**src/rtl/cpu_pkg.sv**
```systemverilog
// Shared CPU-side types: addressing modes and the operand-fetch sequencer states.
package cpu_pkg;

    typedef enum logic [1:0] {
        IMM   = 2'b00,
        DIR   = 2'b01,
        INDIR = 2'b10,
        REG   = 2'b11
    } addr_mode_e;

    typedef enum logic [2:0] {
        S_IDLE    = 3'd0,
        S_REG_RD  = 3'd1,
        S_REG_CAP = 3'd2,
        S_MEM_RD  = 3'd3,
        S_DONE    = 3'd4
    } ofc_state_e;

endpackage

```
**src/rtl/operand_fetch_ctrl.sv**
```systemverilog
// Operand fetch sequencer: resolves IMM/DIR/INDIR/REG operands through a
// synchronous regfile read port and a handshaked RAM read port.
module operand_fetch_ctrl
    import cpu_pkg::*;
#(
    parameter int MODE_WIDTH     = 2,
    parameter int OPERAND_WIDTH  = 8,
    parameter int RAM_ADDR_WIDTH = 8,
    parameter int RAM_DATA_WIDTH = 8,
    parameter int REG_ADDR_WIDTH = 4,
    parameter int REG_DATA_WIDTH = 8,
    parameter int DATA_WIDTH     = 8,
    parameter int TIMEOUT_CYCLES = 15
) (
    input  logic                      clk,
    input  logic                      rst,
    input  logic                      start,
    input  logic [MODE_WIDTH-1:0]     mode,
    input  logic [OPERAND_WIDTH-1:0]  operand_in,
    input  logic                      abort,
    output logic                      ready,
    output logic                      valid,
    output logic [DATA_WIDTH-1:0]     data_out,
    output logic                      err,
    output logic                      reg_rd_en,
    output logic [REG_ADDR_WIDTH-1:0] reg_addr,
    input  logic [REG_DATA_WIDTH-1:0] reg_data,
    output logic                      ram_rd_req,
    output logic [RAM_ADDR_WIDTH-1:0] ram_addr,
    input  logic                      ram_rd_ack,
    input  logic [RAM_DATA_WIDTH-1:0] ram_data
);

    localparam int CW  = $clog2(TIMEOUT_CYCLES + 1);
    localparam int XA  = (OPERAND_WIDTH > REG_DATA_WIDTH) ? OPERAND_WIDTH : REG_DATA_WIDTH;
    localparam int XB  = (RAM_DATA_WIDTH > DATA_WIDTH) ? RAM_DATA_WIDTH : DATA_WIDTH;
    localparam int XC  = (XA > XB) ? XA : XB;
    localparam int XW  = (XC > RAM_ADDR_WIDTH) ? XC : RAM_ADDR_WIDTH;

    ofc_state_e                state_q, state_d;
    addr_mode_e                mode_q, mode_d;
    logic [OPERAND_WIDTH-1:0]  op_q, op_d;
    logic [REG_DATA_WIDTH-1:0] tmp_q, tmp_d;
    logic [DATA_WIDTH-1:0]     res_q, res_d;
    logic [DATA_WIDTH-1:0]     data_out_q, data_out_d;
    logic [CW-1:0]             wait_q, wait_d;
    logic                      err_q, err_d;

    // Zero-extended views of every source; slicing these gives the
    // unsigned extend/truncate behaviour at each destination.
    logic [XW-1:0] opin_x, op_x, tmp_x, regd_x, ramd_x;
    addr_mode_e    mode_in;

    // Width adaptation of sources to a common wide vector
    always_comb begin
        opin_x = '0;
        op_x   = '0;
        tmp_x  = '0;
        regd_x = '0;
        ramd_x = '0;
        opin_x[OPERAND_WIDTH-1:0]  = operand_in;
        op_x[OPERAND_WIDTH-1:0]    = op_q;
        tmp_x[REG_DATA_WIDTH-1:0]  = tmp_q;
        regd_x[REG_DATA_WIDTH-1:0] = reg_data;
        ramd_x[RAM_DATA_WIDTH-1:0] = ram_data;
    end

    assign mode_in = addr_mode_e'(mode[1:0]);

    // Next-state and datapath register update
    always_comb begin
        state_d    = state_q;
        mode_d     = mode_q;
        op_d       = op_q;
        tmp_d      = tmp_q;
        res_d      = res_q;
        data_out_d = data_out_q;
        wait_d     = wait_q;
        err_d      = 1'b0;
        unique case (state_q)
            S_IDLE: begin
                // abort alongside start drops the request
                if (start && !abort) begin
                    mode_d = mode_in;
                    op_d   = operand_in;
                    wait_d = '0;
                    unique case (mode_in)
                        IMM: begin
                            res_d   = opin_x[DATA_WIDTH-1:0];
                            state_d = S_DONE;
                        end
                        DIR:        state_d = S_MEM_RD;
                        INDIR, REG: state_d = S_REG_RD;
                        default:    state_d = S_IDLE;
                    endcase
                end
            end
            S_REG_RD: state_d = S_REG_CAP;
            S_REG_CAP: begin
                tmp_d = reg_data;
                if (mode_q == REG) begin
                    res_d   = regd_x[DATA_WIDTH-1:0];
                    state_d = S_DONE;
                end else begin
                    wait_d  = '0;
                    state_d = S_MEM_RD;
                end
            end
            S_MEM_RD: begin
                if (ram_rd_ack) begin
                    res_d   = ramd_x[DATA_WIDTH-1:0];
                    state_d = S_DONE;
                end else if (wait_q == CW'(TIMEOUT_CYCLES - 1)) begin
                    err_d   = 1'b1;
                    state_d = S_IDLE;
                end else begin
                    wait_d = wait_q + 1'b1;
                end
            end
            S_DONE: begin
                data_out_d = res_q;
                state_d    = S_IDLE;
            end
            default: state_d = S_IDLE;
        endcase
        // Flush overrides any completion, timeout or ack this cycle
        if (abort && state_q != S_IDLE) begin
            state_d    = S_IDLE;
            err_d      = 1'b0;
            data_out_d = data_out_q;
        end
    end

    // State and datapath registers with synchronous reset
    always_ff @(posedge clk) begin
        if (rst) begin
            state_q    <= S_IDLE;
            mode_q     <= IMM;
            op_q       <= '0;
            tmp_q      <= '0;
            res_q      <= '0;
            data_out_q <= '0;
            wait_q     <= '0;
            err_q      <= 1'b0;
        end else begin
            state_q    <= state_d;
            mode_q     <= mode_d;
            op_q       <= op_d;
            tmp_q      <= tmp_d;
            res_q      <= res_d;
            data_out_q <= data_out_d;
            wait_q     <= wait_d;
            err_q      <= err_d;
        end
    end

    // Outputs are decoded from registered state; addresses come straight from
    // op/tmp registers so they stay stable for the whole request.
    assign ready      = (state_q == S_IDLE);
    assign valid      = (state_q == S_DONE) && !abort;
    assign data_out   = valid ? res_q : data_out_q;
    assign err        = err_q;
    assign reg_rd_en  = (state_q == S_REG_RD);
    assign reg_addr   = op_x[REG_ADDR_WIDTH-1:0];
    assign ram_rd_req = (state_q == S_MEM_RD);
    assign ram_addr   = (mode_q == INDIR) ? tmp_x[RAM_ADDR_WIDTH-1:0] : op_x[RAM_ADDR_WIDTH-1:0];

endmodule

```
**config.mk**
```make
export PLATFORM = sky130hd
export DESIGN_NAME = operand_fetch_ctrl
export DESIGN_NICKNAME = d
export VERILOG_FILES = /design/src/rtl/cpu_pkg.sv /design/src/rtl/operand_fetch_ctrl.sv
export SDC_FILE = /design/constraint.sdc
export NUM_CORES = 1
export LEC_CHECK = 0
export BUFFER_PORTS_ARGS = -buffer_cell sky130_fd_sc_hd__buf_2
export CORE_MARGIN = 1
export CORE_UTILIZATION = 35
export DETAILED_ROUTE_END_ITERATION = 10
export GPL_ROUTABILITY_DRIVEN = 0
export HOLD_SLACK_MARGIN = 0.06
export PLACE_DENSITY = 0.66
export SKIP_LAST_GASP = 1
export SLEW_MARGIN = 20
export SYNTH_ARGS = -nofsm -noshare
export SYNTH_HDL_FRONTEND = slang
export SYNTH_SLANG_ARGS = --single-unit
export TNS_END_PERCENT = 50
```
**constraint.sdc**
```tcl
create_clock -name clk -period 3.5 [get_ports clk]
set_input_delay 0.35 -clock clk [delete_from_list [all_inputs] [get_ports clk]]
set_output_delay 0.35 -clock clk [all_outputs]
set_load 0.03 [all_outputs]
```
-- Yosys cells after proc, flatten, opt, wreduce, memory -nomap -nowiden
Cells that the tools add are included.
- equal/unequal tests: 18
- bitwise gates (word level): 2
- reduce and logical (&&, ||, !) cells: 16
- multiplexer cells: 19
- add/sub/neg operators: 1
- operator list (operator ; count):
    $mux W8 ; 6
    $pmux W8 S3 ; 1
    $mux W4 ; 4
    $mux W3 ; 4
    $pmux W3 S4 ; 1
    $pmux W4 S3 ; 1
    $reduce_and A5 Y1 ; 2
    $pmux W3 S3 ; 1
    $eq A2 B2 Y1 const B ; 4
    $ne A2 B2 Y1 const B ; 4
    $eq A3 B2 Y1 const B ; 2
    $ne A2 B1 Y1 const B ; 3
    $reduce_and A2 Y1 ; 3
    $reduce_bool A3 Y1 ; 2
    $add A4 B1 Y4 const B ; 1
    $eq A4 B4 Y1 const B ; 1
    $reduce_or A2 Y1 ; 2
    $reduce_or A4 Y1 ; 1
    $eq A3 B1 Y1 const B ; 1
    $eq A3 B3 Y1 const B ; 1
    $logic_and A1 B1 Y1 ; 3
    $logic_not A3 Y1 ; 1
    $ne A3 B1 Y1 const B ; 1
    $eq A2 B1 Y1 const B ; 1
    4 further kinds ; 5
- output and inout bits: 25
- register bits: 42
- input bits: 31
- logic and storage cells: 64

-- Depth between registers and ports, before layout
- depth in word-level cells: 5
- depth in mapped cells: 7
- gate-level depth less buffers: 6

-- Worst setup path before layout
OpenSTA, ideal clock, no wires.
- path type: reg-to-output
- start point: register state_q[1]
- end point: output port data_out[0]
- arrival time: 1.654 ns
- setup slack: 1.496 ns
- stages on the path, launching flop included: 4
- cell sequence: dfxtp_1 buf_4 nor4b_4 mux2_2
- word-level cells in the longest chain between the ends: 3
- ends and longest elaborated chain (element ; line ; text):
    start: declaration ; operand_fetch_ctrl.sv:40 ; ofc_state_e state_q, state_d;
    start signal: assignment ; operand_fetch_ctrl.sv:146 ; state_q <= state_d;
    $eq A3 B3 Y1 ; operand_fetch_ctrl.sv:160 ; assign valid = (state_q == S_DONE) && !abort;
    $logic_and A1 B1 Y1 ; operand_fetch_ctrl.sv:160 ;
    named net valid ; operand_fetch_ctrl.sv:22 ; output logic valid,
    $mux W8 ; operand_fetch_ctrl.sv:161 ; assign data_out = valid ? res_q : data_out_q;
    end: declaration ; operand_fetch_ctrl.sv:23 ; output logic [DATA_WIDTH-1:0] data_out,
The timed path passes the listed nets, and every way through them passes these cells.

-- Final worst setup path
- start point: register state_q[0]
- end point: output port data_out[4]
- word-level cells in the longest chain between the ends: 3
- ends and longest elaborated chain (element ; line):
    $eq A3 B3 Y1 ; operand_fetch_ctrl.sv:160
    $logic_and A1 B1 Y1 ; operand_fetch_ctrl.sv:160
    $mux W8 ; operand_fetch_ctrl.sv:161
No other way between the ends.

==> summary.md <==
| Metric | Value |
|---|---|
| Static Leak | `1.01 nW` |
| Slew HR | `35.6%` |
| Overflow left after global routing | `0` |
| CTS H-Tree Depth | `2` |
| Average routed wire per standard cell | `13.6 µm` |
| Count of filler cells inserted in the layout | `580` |
| Total standard cell area after synthesis | `2060 µm²` |
| Fin worst setup slack | `0.938 ns` |
| Most frequent standard cell in the layout excluding fill and tap cells | `sky130_fd_sc_hd__buf_2` |
| Global routing met3 resource utilization | `3.14%` |
| Clock root buffer master | `sky130_fd_sc_hd__clkbuf_8` |
| Number of top-level pins | `56` |
| Global-route met1 utilization | `between 20% and 30%` |
| Most used cells in the layout excluding fill and tap cells | `sky130_fd_sc_hd__buf_2 (55), sky130_fd_sc_hd__dfxtp_1 (42), sky130_fd_sc_hd__nand2_1 (32)` |
| DP HPWL | `3340 µm` |
| Critical path capture point type | `primary output` |
| Detailed-route wire length | `4670 µm` |
| Site row count | `27` |
| Count of pins over their slew limit | `0` |
| CTS sink count | `42` |
| Type of the setup path with the least slack | `flop to primary output` |
| Combined area of the multi-input logic cells | `approximately 1100 µm²` |
| Share of the cycle needed by the critical path after routing | `about three quarters` |
| Post-Place Worst Slack | `between 1 and 1.5 ns` |
| Critical Path Start Type | `flop` |
| Critical path required time | `3.15 ns` |
| Net Count, Synth | `258` |
| Power density over the cells | `about 430 nW/µm²` |
| Buffers inserted by post-CTS timing repair | `0` |
| Met2 routing resource usage after global routing | `between 20% and 30%` |
| Crit path max fanout | `20` |
| First drt pass iteration count | `4` |
| Horizontal die dimension | `78.6 µm` |
| Post-Syn Instances | `225` |
| Share of the yosys chip area belonging to registers | `40.9%` |
| Arrival time of the worst setup path | `roughly 2.2 ns` |
| Chip Height | `78.6 µm` |
| First-iteration detailed-routing DRC count | `115` |
| Worst ir drop on vdd | `0.319 mV` |
| Maximum clock insertion buffer count | `2` |
| Area added between synthesis and finish | `18.0%` |
| Core area | `5570 µm²` |
| Count of nets after finishing | `304` |
| Antenna diode count | `0` |
| Tightest Pin Transition | `slightly below 1 ns` |
| Share of synthesized flip-flops with an asynchronous set or reset | `0%` |
| Synth Area per Inst | `9.14 µm²` |
| Min-delay worst type | `primary input to flop` |
| Clock transition at path regs | `0.08 ns` |
| Status | `finished clean` |
| Overall routing resource usage | `between 15 and 20%` |
| Cell area after placement | `2330 µm²` |
| Cts repair resizes | `0` |
| First-pass GRT wire length | `around 7500 µm` |
| Full die area | `6180 µm²` |
| Count of nets left with antenna violations after detail routing | `0` |
| Worst setup skew after layout | `0.00374 ns` |
| F_max | `390 MHz` |
| Number of flops mapped to enable cells by yosys | `0` |
| Clock latency at the later pin of the worst-skew pair | `about 0.29 ns` |
| Final setup vio count | `0` |
| Area of all sequential standard cells | `841 µm²` |
| Vias in the first global route | `roughly 1,600` |
| Quantity of hold-fixing buffers added after cts | `0` |
| DRC violation count after routing | `0` |
| Distinct cells, synth | `40` |
| RSZ-0062 raised after global routing | `no` |
| Number of antenna violations at the first check in global routing | `0` |
| Final design instance area without fill | `2420 µm²` |
| Starting utilization of the core area | `36.9%` |
| Largest net degree at the start of global routing | `42` |
| Top flip-flop cell by instance count after synthesis | `sky130_fd_sc_hd__dfxtp_1` |
| Final Core Density | `43.5%` |
| Final number of hold-violating endpoints | `0` |
| Per-cell via count in the routed design | `about 5` |
| Min Clock Period, post-route | `2.56 ns` |
| Number of buffers created by CTS | `5` |
| Number of violations of the max-capacitance limit | `0` |
| Layer with the highest usage after global routing | `met2` |
| PortBufs | `55` |
| Synth warnings | `0` |
| TritonCTS clock tree | `yes` |
| Fraction of final layout cells with drive strength greater than 1 | `between 30% and 40%` |
| Vias | `1,732` |
| Register bit count reported by yosys | `42` |
| Summed negative setup slack over all endpoints | `0 ns` |
[layer usage]
metal  part of all wire, %  wire, µm  up-vias
met5                     0         0        -
li1                      -         -      888
met3                   5.6       264        8
met2                    46      2150       58
met1                    47      2190      778
met4                   1.5        69        0
[flip-flops by register name, summed over array words and instances, names as in the netlist]
signal	cells
op_q	8
mode_q	2
data_out_q	8
tmp_q	8
wait_q	4
res_q	8
err	1
state_q	3
[cell families after synthesis]
| group | after synthesis | synth area share, % |
|---|---|---|
| AOI/OAI and AO/OA | 43 | 13.6 |
| adders and majority gates | 2 | 1.22 |
| buffers and inverters | 19 | 4.99 |
| DFF | 42 | 40.9 |
| muxes | 33 | 17.1 |
| and+or+nand+nor | 86 | 22.2 |
[Yosys cell counts, types with 2 or more instances]
cell	instances	area, µm²
sky130_fd_sc_hd__nand2_1	32	120
sky130_fd_sc_hd__and3_1	2	12.5
sky130_fd_sc_hd__buf_4	6	45.0
sky130_fd_sc_hd__or3_1	4	25.0
sky130_fd_sc_hd__nand3b_1	2	15.0
sky130_fd_sc_hd__ha_1	2	25.0
sky130_fd_sc_hd__mux2i_1	16	160
sky130_fd_sc_hd__and2b_1	8	60.1
sky130_fd_sc_hd__nor2_2	2	12.5
sky130_fd_sc_hd__inv_1	2	7.51
sky130_fd_sc_hd__nor2b_1	3	18.8
sky130_fd_sc_hd__dfxtp_1	42	841
sky130_fd_sc_hd__nand2b_1	4	25.0
sky130_fd_sc_hd__nor3_1	3	15.0
sky130_fd_sc_hd__nor2_1	10	37.5
sky130_fd_sc_hd__nand3_1	11	55.1
sky130_fd_sc_hd__mux2_2	16	180
sky130_fd_sc_hd__a21o_1	3	22.5
sky130_fd_sc_hd__clkbuf_1	7	26.3
sky130_fd_sc_hd__o221ai_1	8	70.1
sky130_fd_sc_hd__a21oi_1	23	115
[critical path, cell delays in order (launching register included)]
cell	delay, ns
sky130_fd_sc_hd__dfxtp_1	0.60
sky130_fd_sc_hd__nor4b_4	0.73
sky130_fd_sc_hd__mux2_2	0.42
sky130_fd_sc_hd__buf_2	0.18
[per-stage QoR]
step	total power [W]	std cells	hold WS, ns
6_report	0.00104	344	0.280
5_1_grt	0.00109	344	0.291
4_1_cts	0.00105	344	0.277
3_5_place_dp	0.000722	336	0.450
3_3_place_gp	0.000719	336	0.445
2_1_floorplan	0.000672	225	0.427
[final timing paths]
kind / from / end / slack (ns) / depth (start not counted)
hold / removal: ram_rd_ack / err / 0.28 / 2
setup reg to reg: state_q[0] / wait_q[0] / 1.33 / 4
setup / recovery: state_q[0] / data_out[4] / 0.94 / 3
hold reg to reg: op_q[7] / op_q[7] / 0.46 / 2
[final cells by class]
cell class | count | area share [%]
multi-input combinational | 164 | 45.9
sequential | 42 | 34.7
timing repair buffer | 55 | 11.4
tap | 72 | 3.72
clock buffer | 6 | 3.41
clock inverter | 2 | 0.516
inverter | 3 | 0.464
[report_power, final]
| group | total, W | switching (W) | internal (W) |
|---|---|---|---|
| combinational | 0.000189 | 0.000113 | 0.0000755 |
| sequential | 0.000522 | 0.0000238 | 0.000498 |
| clock | 0.000325 | 0.000167 | 0.000159 |
No activity file was read; power rests on OpenSTA's default activity.
